--- config.mk ---
export PLATFORM = sky130hd
export DESIGN_NAME = img_frame_sender
export DESIGN_NICKNAME = d
export VERILOG_FILES = /design/src/rtl/gusn_link_pkg.sv /design/src/rtl/cycle_timer.sv /design/src/rtl/img_frame_sender.sv
export SDC_FILE = /design/constraint.sdc
export NUM_CORES = 1
export LEC_CHECK = 0
export ABC_CLOCK_PERIOD_IN_PS = 2400
export BUFFER_PORTS_ARGS = -buffer_cell sky130_fd_sc_hd__buf_2
export CAP_MARGIN = 20
export CORE_MARGIN = 2
export CORE_UTILIZATION = 25
export DETAILED_ROUTE_END_ITERATION = 7
export GPL_ROUTABILITY_DRIVEN = 1
export PLACE_DENSITY = 0.4
export REMOVE_ABC_BUFFERS = 1
export SYNTH_ARGS = -nofsm -noshare
export SYNTH_HDL_FRONTEND = slang
export SYNTH_SLANG_ARGS = --single-unit
--- constraint.sdc ---
create_clock -name clk -period 2.4 [get_ports clk]
set_input_delay 0 -clock clk [delete_from_list [all_inputs] [get_ports clk]]
set_output_delay 0 -clock clk [all_outputs]
set_load 0.02 [all_outputs]
--- src/rtl/gusn_link_pkg.sv ---
// Shared types and constants for the MNIST UART link blocks.
// Holds the frame-sender state encoding, the ASCII digit range and the default frame geometry.
package gusn_link_pkg;

  localparam int         IDX_W           = 10;
  localparam int         FRAME_BYTES_DEF = 784;
  localparam logic [7:0] ASCII_ZERO      = 8'h30;
  localparam logic [7:0] ASCII_NINE      = 8'h39;

  typedef enum logic [2:0] {
    S_IDLE,
    S_FETCH,
    S_RDWAIT,
    S_SEND,
    S_TXACK,
    S_TXDONE,
    S_RESP,
    S_FIN
  } sender_state_t;

  function automatic logic is_ascii_digit(input logic [7:0] c);
    return (c >= ASCII_ZERO) && (c <= ASCII_NINE);
  endfunction

endpackage

--- src/rtl/cycle_timer.sv ---
// Loadable down-counter that saturates at zero; expired is high while the count is zero.
// A load takes priority over counting in the same cycle.
module cycle_timer #(
  parameter int W = 8
) (
  input  logic         clk,
  input  logic         rst_n,
  input  logic         load,
  input  logic         en,
  input  logic [W-1:0] load_value,
  output logic         expired
);

  logic [W-1:0] count;

  always_ff @(posedge clk or negedge rst_n) begin
    if (!rst_n) begin
      count <= '0;
    end else if (load) begin
      count <= load_value;
    end else if (en && (count != '0)) begin
      count <= count - W'(1);
    end
  end

  assign expired = (count == '0);

endmodule

--- src/rtl/img_frame_sender.sv ---
// Streams a frame from image memory through uart_tx, then decodes the single ASCII digit
// returned over uart_rx into result, flagging a bad character or a missing response.
module img_frame_sender
  import gusn_link_pkg::*;
#(
  parameter int FRAME_BYTES    = FRAME_BYTES_DEF,
  parameter int TIMEOUT_CYCLES = 100_000_000
) (
  input  logic             clk,
  input  logic             nRST,
  input  logic             start,
  output logic             busy,
  output logic             done,
  output logic [3:0]       result,
  output logic             err_timeout,
  output logic             err_char,
  output logic [IDX_W-1:0] mem_addr,
  input  logic [7:0]       mem_rdata,
  output logic             tx_rq,
  output logic [7:0]       tx_data,
  input  logic             tx_busy,
  input  logic             rx_ready,
  input  logic [7:0]       rx_data,
  output sender_state_t    state_dbg
);

  localparam int               TW           = $clog2(TIMEOUT_CYCLES + 1);
  localparam logic [TW-1:0]    TIMER_RELOAD = TW'(TIMEOUT_CYCLES - 1);
  localparam logic [IDX_W-1:0] LAST_IDX     = IDX_W'(FRAME_BYTES - 1);

  sender_state_t    state, next_state;
  logic [IDX_W-1:0] byte_idx;
  logic             rx_ready_q;
  logic             rx_edge;
  logic             timer_load, timer_en, timer_expired;
  logic             start_frame, latch_byte, advance;
  logic             set_result, set_err_char, set_err_timeout;

  // The reload leaves exactly TIMEOUT_CYCLES cycles in the waiting states before expiry.
  cycle_timer #(.W(TW)) u_timer (
    .clk        (clk),
    .rst_n      (nRST),
    .load       (timer_load),
    .en         (timer_en),
    .load_value (TIMER_RELOAD),
    .expired    (timer_expired)
  );

  assign rx_edge   = rx_ready & ~rx_ready_q;
  assign timer_en  = (state == S_TXACK) || (state == S_TXDONE) || (state == S_RESP);
  assign tx_rq     = (state == S_SEND);
  assign done      = (state == S_FIN);
  assign busy      = (state != S_IDLE);
  assign mem_addr  = byte_idx;
  assign state_dbg = state;

  always_ff @(posedge clk or negedge nRST) begin
    if (!nRST) begin
      state <= S_IDLE;
    end else begin
      state <= next_state;
    end
  end

  // Handshake with uart_tx: tx_rq is a single-cycle request, the byte is taken once tx_busy
  // rises and is on the wire until tx_busy falls; tx_data holds from SEND to the next RDWAIT.
  always_comb begin
    next_state      = state;
    timer_load      = 1'b0;
    start_frame     = 1'b0;
    latch_byte      = 1'b0;
    advance         = 1'b0;
    set_result      = 1'b0;
    set_err_char    = 1'b0;
    set_err_timeout = 1'b0;
    case (state)
      S_IDLE: begin
        if (start) begin
          start_frame = 1'b1;
          next_state  = S_FETCH;
        end
      end
      S_FETCH:  next_state = S_RDWAIT;
      S_RDWAIT: begin
        latch_byte = 1'b1;
        next_state = S_SEND;
      end
      S_SEND: begin
        timer_load = 1'b1;
        next_state = S_TXACK;
      end
      S_TXACK: begin
        if (tx_busy) begin
          next_state = S_TXDONE;
        end else if (timer_expired) begin
          set_err_timeout = 1'b1;
          next_state      = S_FIN;
        end
      end
      S_TXDONE: begin
        if (!tx_busy) begin
          if (byte_idx == LAST_IDX) begin
            timer_load = 1'b1;
            next_state = S_RESP;
          end else begin
            advance    = 1'b1;
            next_state = S_FETCH;
          end
        end else if (timer_expired) begin
          set_err_timeout = 1'b1;
          next_state      = S_FIN;
        end
      end
      S_RESP: begin
        // A response arriving on the expiry cycle still counts as a valid answer.
        if (rx_edge) begin
          if (is_ascii_digit(rx_data)) begin
            set_result = 1'b1;
          end else begin
            set_err_char = 1'b1;
          end
          next_state = S_FIN;
        end else if (timer_expired) begin
          set_err_timeout = 1'b1;
          next_state      = S_FIN;
        end
      end
      S_FIN:   next_state = S_IDLE;
      default: next_state = S_IDLE;
    endcase
  end

  always_ff @(posedge clk or negedge nRST) begin
    if (!nRST) begin
      byte_idx    <= '0;
      tx_data     <= '0;
      result      <= '0;
      err_timeout <= 1'b0;
      err_char    <= 1'b0;
      rx_ready_q  <= 1'b0;
    end else begin
      rx_ready_q <= rx_ready;
      if (start_frame) begin
        byte_idx    <= '0;
        result      <= '0;
        err_timeout <= 1'b0;
        err_char    <= 1'b0;
      end
      if (advance) begin
        byte_idx <= byte_idx + IDX_W'(1);
      end
      if (latch_byte) begin
        tx_data <= mem_rdata;
      end
      // The low nibble of an ASCII digit is its numeric value.
      if (set_result) begin
        result <= rx_data[3:0];
      end
      if (set_err_char) begin
        err_char <= 1'b1;
      end
      if (set_err_timeout) begin
        err_timeout <= 1'b1;
      end
    end
  end

endmodule

==> impl_results.md, run 1 <==
* Overall global routing resource usage at 0.127
* CP Launch Type: flop
* Post-CTS Resized at 0
* Critical path, cell by cell: or4_4, or4_4, o31ai_4, or4_1, nand3_1
* Global-route wire length before repair at between 10000 and 15000 um
* Arrival time worst endpoint at ~2500 ps
* Antenna Violating Nets Remaining at 0
* Fill cells at 1187
* Non-Filler Instances at about 530
* Final #Nets at between 400 and 500
* Peak supply drop at 0.000310 V
* Vias at 2634
* Status: finished, violations left
* CTS H-tree depth at 2
* Main area contributors after synthesis: dfrtp_1 (46%), nand2_1 (3.3%), mux2_2 (3.0%), o21ai_1 (2.7%), or3_1 (2.5%)
* Req. time, crit path at 2570 ps
* Cell with the most instances after synthesis: dfrtp_1
* Post-Synth Adder-Cell Area at 0.0126
* First-iteration detailed-routing DRC count at 116
* CP Class: reg2reg
* Wire length on met1 at about 3800 um
* Synth Area in Compound Gates at 0.161
* CP endpoint kind: flop
* Setup WS post-layout at 122 ps
* CTS Root Cell: clkbuf_16
* Crit path max-delay family: simple AND/OR/NAND/NOR gates
* Setup repair after global routing missed its margin: yes
* Site Rows at 39
* TritonRoute pass-1 iters at 6
* Leakage dissipation at 1.71 nW
* Min-Delay Path Class: in2reg
* EDFF count, synth at 0
* CP max-delay cell: or4_4
* Register area share after synthesis at 0.464
* Post-synthesis xor/xnor area fraction at 0.0118
* Synth top area share at 0.464
* Routed wire length per instance at 14.6 um
* Synth async-reset ratio at 1.00
* Area Overhead vs Synth at 30.4%
* Count of buffers from port buffering at 50
* Top layer reached by signal wires: met4
* Crit path largest cell delay at 560 ps
* CP max FO at 8
* Ant diodes at 0
* Routability cong. at 0.720
* Max_cap viols at 0
* Met2 Wirelength at 3720 um
* Count of different cell masters after synthesis at 57
* Leading register cell type out of synthesis: dfrtp_1
* Internal reg-to-reg setup slack at 120 ps
* Yosys top cell by area: dfrtp_1
* Reg2reg path depth at 5
* Initial antenna violation count at 0
* Die width at 113 um
* Chip Height at 113 um
* Largest net degree at the start of global routing at 25
* Pwr Density at 906 nW/um2
* Vias in the first global route at ~2700
* Avg Inst Size Synth at 10.0 um2
* Detail Placement HPWL at 5650 um
* Initial core utilization at 0.258
* FMAX at 439 MHz
* Reg2reg end: u_timer.count[22]$_DFFE_PN0P_
* Hold Path End: err_char$_DFFE_PN0P_
* Post-synthesis mux area share at 0.0506
* Hold Slack at about 42 ps
* Core area at 11500 um2
* Synth Register Bits at 55
* Total Wirelength at 7760 um
* Pins Over Slew Limit at 0
* Min cycle time layout at 2280 ps
* Fin. Hold Viols at 0
* Layout cells sized above 1 at 0.288
* Skew final at 5.32 ps
* Worst R2R Start: u_timer.count[20]$_DFFE_PN0P_
* WP buf/inv at 0
* Num Clock Sinks at 55
* Vias per std cell at 4.95
* Slew @ Worst Pin at 556 ps
* CTS clk-pin slew, worst paths at 80 ps
* Ys Warns at 0
* Pre-CTS setup slack at 75.7 ps
* Total length of routed met3 wires at 245 um
* Syn Inst Count at 296
* Final Setup Violations at 0
* Most frequent cells after synthesis: dfrtp_1 (55), nand2_1 (26), nor2_1 (19), o21ai_1 (16)
* Largest family of logic cells by synthesized area: simple AND/OR/NAND/NOR gates
* Clock latency on the worst-skew pair at 290 ps
* CTS tree: built
* Mapped Area at 2970 um2
* Final period util at 0.949
* Failing checks: DRC
* CP most frequent cell: or4_4
* Global route total overflow at 0
* Slew headroom at 0.629
* DRC viols at 5
* Hold Path Depth at 3
* # IOs at 51
* Simple-gate share of the synthesized area at 0.264
* TritonCTS Buffers at 5
* Min-delay src: rx_data[4]
* Clk buf depth at 2
* # placed instances at between 500 and 600
* Die ar. at 12800 um2
* Finished Core Util at 0.336
[state kept, by name, indices dropped and copies added (netlist names)]
name           flops
err_char           1
err_timeout        1
mem_addr          10
result             4
rx_ready_q         1
state_dbg          3
tx_data            8
u_timer.count     27
[routing by layer]
metal | up-vias | global-route usage
met5 | - | 0
met4 | 0 | 0.0195
met3 | 2 | 0.0246
met2 | 54 | 0.214
met1 | 1271 | 0.173
li1 | 1307 | -
[through the flow]
| step | area [um2] | power, mW | TNS [ps] |
|---|---|---|---|
| CTS | 3870 | 3.57 | 0 |
| floorplan | 2900 | 2.22 | 0 |
| detailed placement | 3560 | 2.77 | 0 |
| global route | 3870 | 3.79 | -2.21 |
| global placement | 3560 | 2.76 | 0 |
| finish | 3870 | 3.50 | 0 |
[worst max-delay path by stage]
stage	start	end	slack (ps)	cells past startpoint
2_1_floorplan	u_timer.count[19]$_DFFE_PN0P_	u_timer.count[13]$_DFFE_PN0P_	160	5
3_5_place_dp	u_timer.count[20]$_DFFE_PN0P_	u_timer.count[9]$_DFFE_PN0P_	80	5
5_1_grt	u_timer.count[20]$_DFFE_PN0P_	state_dbg[0]$_DFFE_PN0P_	-2	6
3_3_place_gp	u_timer.count[20]$_DFFE_PN0P_	u_timer.count[9]$_DFFE_PN0P_	100	5
6_report	u_timer.count[20]$_DFFE_PN0P_	u_timer.count[22]$_DFFE_PN0P_	120	5
4_1_cts	u_timer.count[20]$_DFFE_PN0P_	u_timer.count[8]$_DFFE_PN0P_	70	5
[layout make-up]
| type | count | area (um2) | share of cell area |
|---|---|---|---|
| Clock buffer | 5 | 125 | 0.0323 |
| Clock inverter | 3 | 25.0 | 0.00647 |
| Inverter | 11 | 41.3 | 0.0107 |
| Multi-Input combinational cell | 222 | 1490 | 0.384 |
| Sequential cell | 55 | 1380 | 0.356 |
| Tap cell | 143 | 179 | 0.0462 |
| Timing Repair Buffer | 93 | 638 | 0.165 |
[cell families (layout without fill, tap and decap cells)]
logic type      count (synthesis)  count (layout)
compound gates                 69              69
xor+xnor                        4               4
fa+ha+maj                       3               3
buf+inv                        19             112
flops                          55              55
mux                            14              14
simple gates                  132             132
[cells in the final DEF, fill, tap and decap left out, drive strengths merged, types with 6 or more instances in the layout]
master / count
nand3: 11
o31ai: 9
or4: 12
nand4: 6
mux2: 8
inv: 11
buf: 77
dfrtp: 55
or3: 14
nor2: 19
nand2: 26
nor4: 7
mux2i: 6
a21oi: 12
and3: 8
nor3: 8
dlygate4sd3: 16
o21ai: 23
[where the power goes]
group | switching (mW) | internal (mW) | leakage (nW)
Sequential | 0.244 | 1.17 | 0.649
Clock | 0.357 | 0.392 | 0.0700
Combinational | 0.781 | 0.562 | 0.990
Total | 1.38 | 2.12 | 1.71
[worst min-delay path, stage by stage]
cell	delay, ps
buf_2	100
nand4_1	80
a22o_1	130
[timing repair]
action	in CTS	in global routing
hold buffers	16	0
setup buffers	0	0
hold endpoints to repair	37	0
endpoints found under the setup margin	0	5
No activity file was read; power rests on OpenSTA's default activity.
==> run 2: changes to the inputs <==
--- a/config.mk
+++ b/config.mk
@@ -8,7 +8,6 @@
 export ABC_CLOCK_PERIOD_IN_PS = 2400
 export BUFFER_PORTS_ARGS = -buffer_cell sky130_fd_sc_hd__buf_2
 export CAP_MARGIN = 20
-export CORE_MARGIN = 2
 export CORE_UTILIZATION = 25
 export DETAILED_ROUTE_END_ITERATION = 7
 export GPL_ROUTABILITY_DRIVEN = 1
==> run 2 against run 1 <==
Effect of this change:
- register-to-register slack is essentially flat
- first-iteration DRC count rose by 4.3%
- global-route usage increased by 0.59 points
- the run still ends with DRC left
- worst setup slack lost 11 ps
- sequential share of layout area increased by 0.058 points
- largest power group unchanged
- critical path depth stayed put
- combinational power hardly changed
- critical path type unchanged
- maximum frequency fell by 0.50%
- cell count decreased by 0.19%
- highest routed layer unchanged
- wire length decreased by 1.2%
==> impl_results.md, run 2 (same netlist as run 1, synthesis figures left out) <==
* Status: finished, violations left
* Failing checks: DRC
* CTS tree: built
* Crit path largest cell delay at 570 ps (about the same)
* Total Wirelength at 7670 um (-1.2%)
* CP max-delay cell: or4_4
* Slew @ Worst Pin at 738 ps (+182 ps)
* Initial core utilization at 0.258 (unchanged)
* Site Rows at 39 (unchanged)
* Final period util at 0.954 (+0.00476)
* Leakage dissipation at 1.71 nW (about the same)
* Detail Placement HPWL at 5420 um (-4.1%)
* Count of buffers from port buffering at 50 (unchanged)
* TritonRoute pass-1 iters at 7 (+1)
* Global-route wire length before repair at 13200 um (-0.83%)
* Vias per std cell at 4.89 (-1.1%)
* Final #Nets at 411 (-0.24%)
* Most frequent cells in the layout: dfrtp_1 (55), buf_2 (50), nand2_1 (26), buf_4 (24), nor2_1 (19)
* Clock latency on the worst-skew pair at 300 ps (about the same)
* Antenna Violating Nets Remaining at 0 (unchanged)
* DRC viols at 6 (+1)
* CTS clk-pin slew, worst paths at 80 ps (about the same)
* Hold Slack at 48.5 ps (+6.85 ps)
* CTS Root Cell: clkbuf_16
* CP most frequent cell: or4_4
* Critical path, cell by cell: or4_4, or4_4, o31ai_4, or4_1, a21oi_1
* Vias at 2599 (-1.3%)
* Pins Over Slew Limit at 0 (unchanged)
* Arrival time worst endpoint at 2470 ps (+20 ps)
* Placed Area at 3550 um2 (-0.21%)
* Final setup TNS at 0 ps (unchanged)
* Post-CTS Setup Bufs at 0 (unchanged)
* Min cycle time layout at 2290 ps (+11.4 ps)
* Min-Delay Path Class: in2reg
* Skew final at 6.91 ps (+1.59 ps)
* Largest Register: u_timer.count
* Fin. Hold Viols at 0 (unchanged)
* Clk buf depth at 2 (unchanged)
* Routed wire length per instance at 14.4 um (-1.0%)
* Max reg flops at 27 (unchanged)
* Routability cong. at 0.758 (+5.3%)
* Num Clock Sinks at 55 (unchanged)
* Req. time, crit path at 2580 ps (about the same)
* Pwr Density at 909 nW/um2 (+0.42%)
* FMAX at 437 MHz (-0.50%)
* CP Class: reg2reg
* Slew headroom at 0.508 (-0.121)
* Global route total overflow at 0 (unchanged)
* Core area at 11500 um2 (unchanged)
* Final Power at 3.51 mW (+0.26%)
* Finished Core Util at 0.336 (-0.000544)
* CP max FO at 9 (+1)
* Post-CTS Resized at 0 (unchanged)
* Max_cap viols at 0 (unchanged)
* Layout cells sized above 1 at 0.286 (-0.00184)
* CTS H-tree depth at 2 (unchanged)
* Overall global routing resource usage at 0.133 (+0.00591)
* Commonest non-fill, non-tap cell in the layout: dfrtp_1
* Largest net degree at the start of global routing at 56 (+120%)
* # IOs at 51 (unchanged)
* CP endpoint kind: flop
* Final Cell Area at 3860 um2 (-0.16%)
* Initial antenna violation count at 0 (unchanged)
* Chip Height at 111 um (-1.8%)
* Die ar. at 12300 um2 (-3.5%)
* Final Setup Violations at 0 (unchanged)
* Area Overhead vs Synth at 30.2%
* Peak supply drop at 0.000423 V (+37%)
* Die width at 111 um (-1.8%)
* Setup repair after global routing missed its margin: no
* Vias in the first global route at 2562 (-4.0%)
* CP Launch Type: flop
* Ant diodes at 0 (unchanged)
* TritonCTS Buffers at 5 (unchanged)
* First-iteration detailed-routing DRC count at 121 (+4.3%)
## run 2: cell count changes in the layout (fill, tap and decap cells not counted), sizes merged
cell | previous run | this run
buf | 77 | 76
inv | 11 | 13
clkinv | 2 | 1
clkinvlp | 1 | 0
## run 2: path summary, 6_finish.rpt
kind | start | end | slack, ps | depth (start not counted)
worst min register to register | u_timer.count[18]$_DFFE_PN0P_ | u_timer.count[18]$_DFFE_PN0P_ | 480 | 1
min in group asynchronous | nRST | mem_addr[2]$_DFFE_PN0P_ | 370 | 3
worst min-delay path | rx_data[4] | err_char$_DFFE_PN0P_ | 50 | 3
max in group asynchronous | nRST | u_timer.count[21]$_DFFE_PN0P_ | 1540 | 3
worst max register to register | u_timer.count[20]$_DFFE_PN0P_ | u_timer.count[9]$_DFFE_PN0P_ | 110 | 5
worst max-delay path | u_timer.count[20]$_DFFE_PN0P_ | u_timer.count[9]$_DFFE_PN0P_ | 110 | 5
## run 2: critical path, delay by kind of cell, from the launching register on
| kind | cells | cell delay, ps |
|---|---|---|
| AND/OR/NAND/NOR | 3 | 1250 |
| flip-flops | 1 | 430 |
| AO/OA/AOI/OAI | 2 | 500 |
## run 2: final cells by class
cell class,instances,area (um2)
well taps,143,179
inverters,11,41.3
clock inverters,3,26.3
repair buffers,92,631
fillers,1194,7650
multi-input cells,222,1490
flip-flops and latches,55,1380
clock buffers,5,125
## run 2: layer usage
layer,vias up,share of wire,track usage
met5,-,0,0
met4,0,0.0085,0.0365
met3,7,0.026,0.0262
met2,29,0.48,0.219
met1,1259,0.49,0.176
li1,1304,-,-
## run 2: metrics by stage
step	instances	setup slack (ps)
floorplan	288	163
global placement	507	124
detailed placement	507	112
CTS	531	98.5
global route	531	3.14
finish	531	111
## run 2: timing repair
item,CTS,global route
setup endpoints to repair,0,1
endpoints found under the hold margin,70,0
hold buffers,16,0
## run 2: power breakdown
part           internal [mW]  switching [mW]
sequential              1.17           0.241
combinational          0.561           0.774
clock                  0.398           0.371
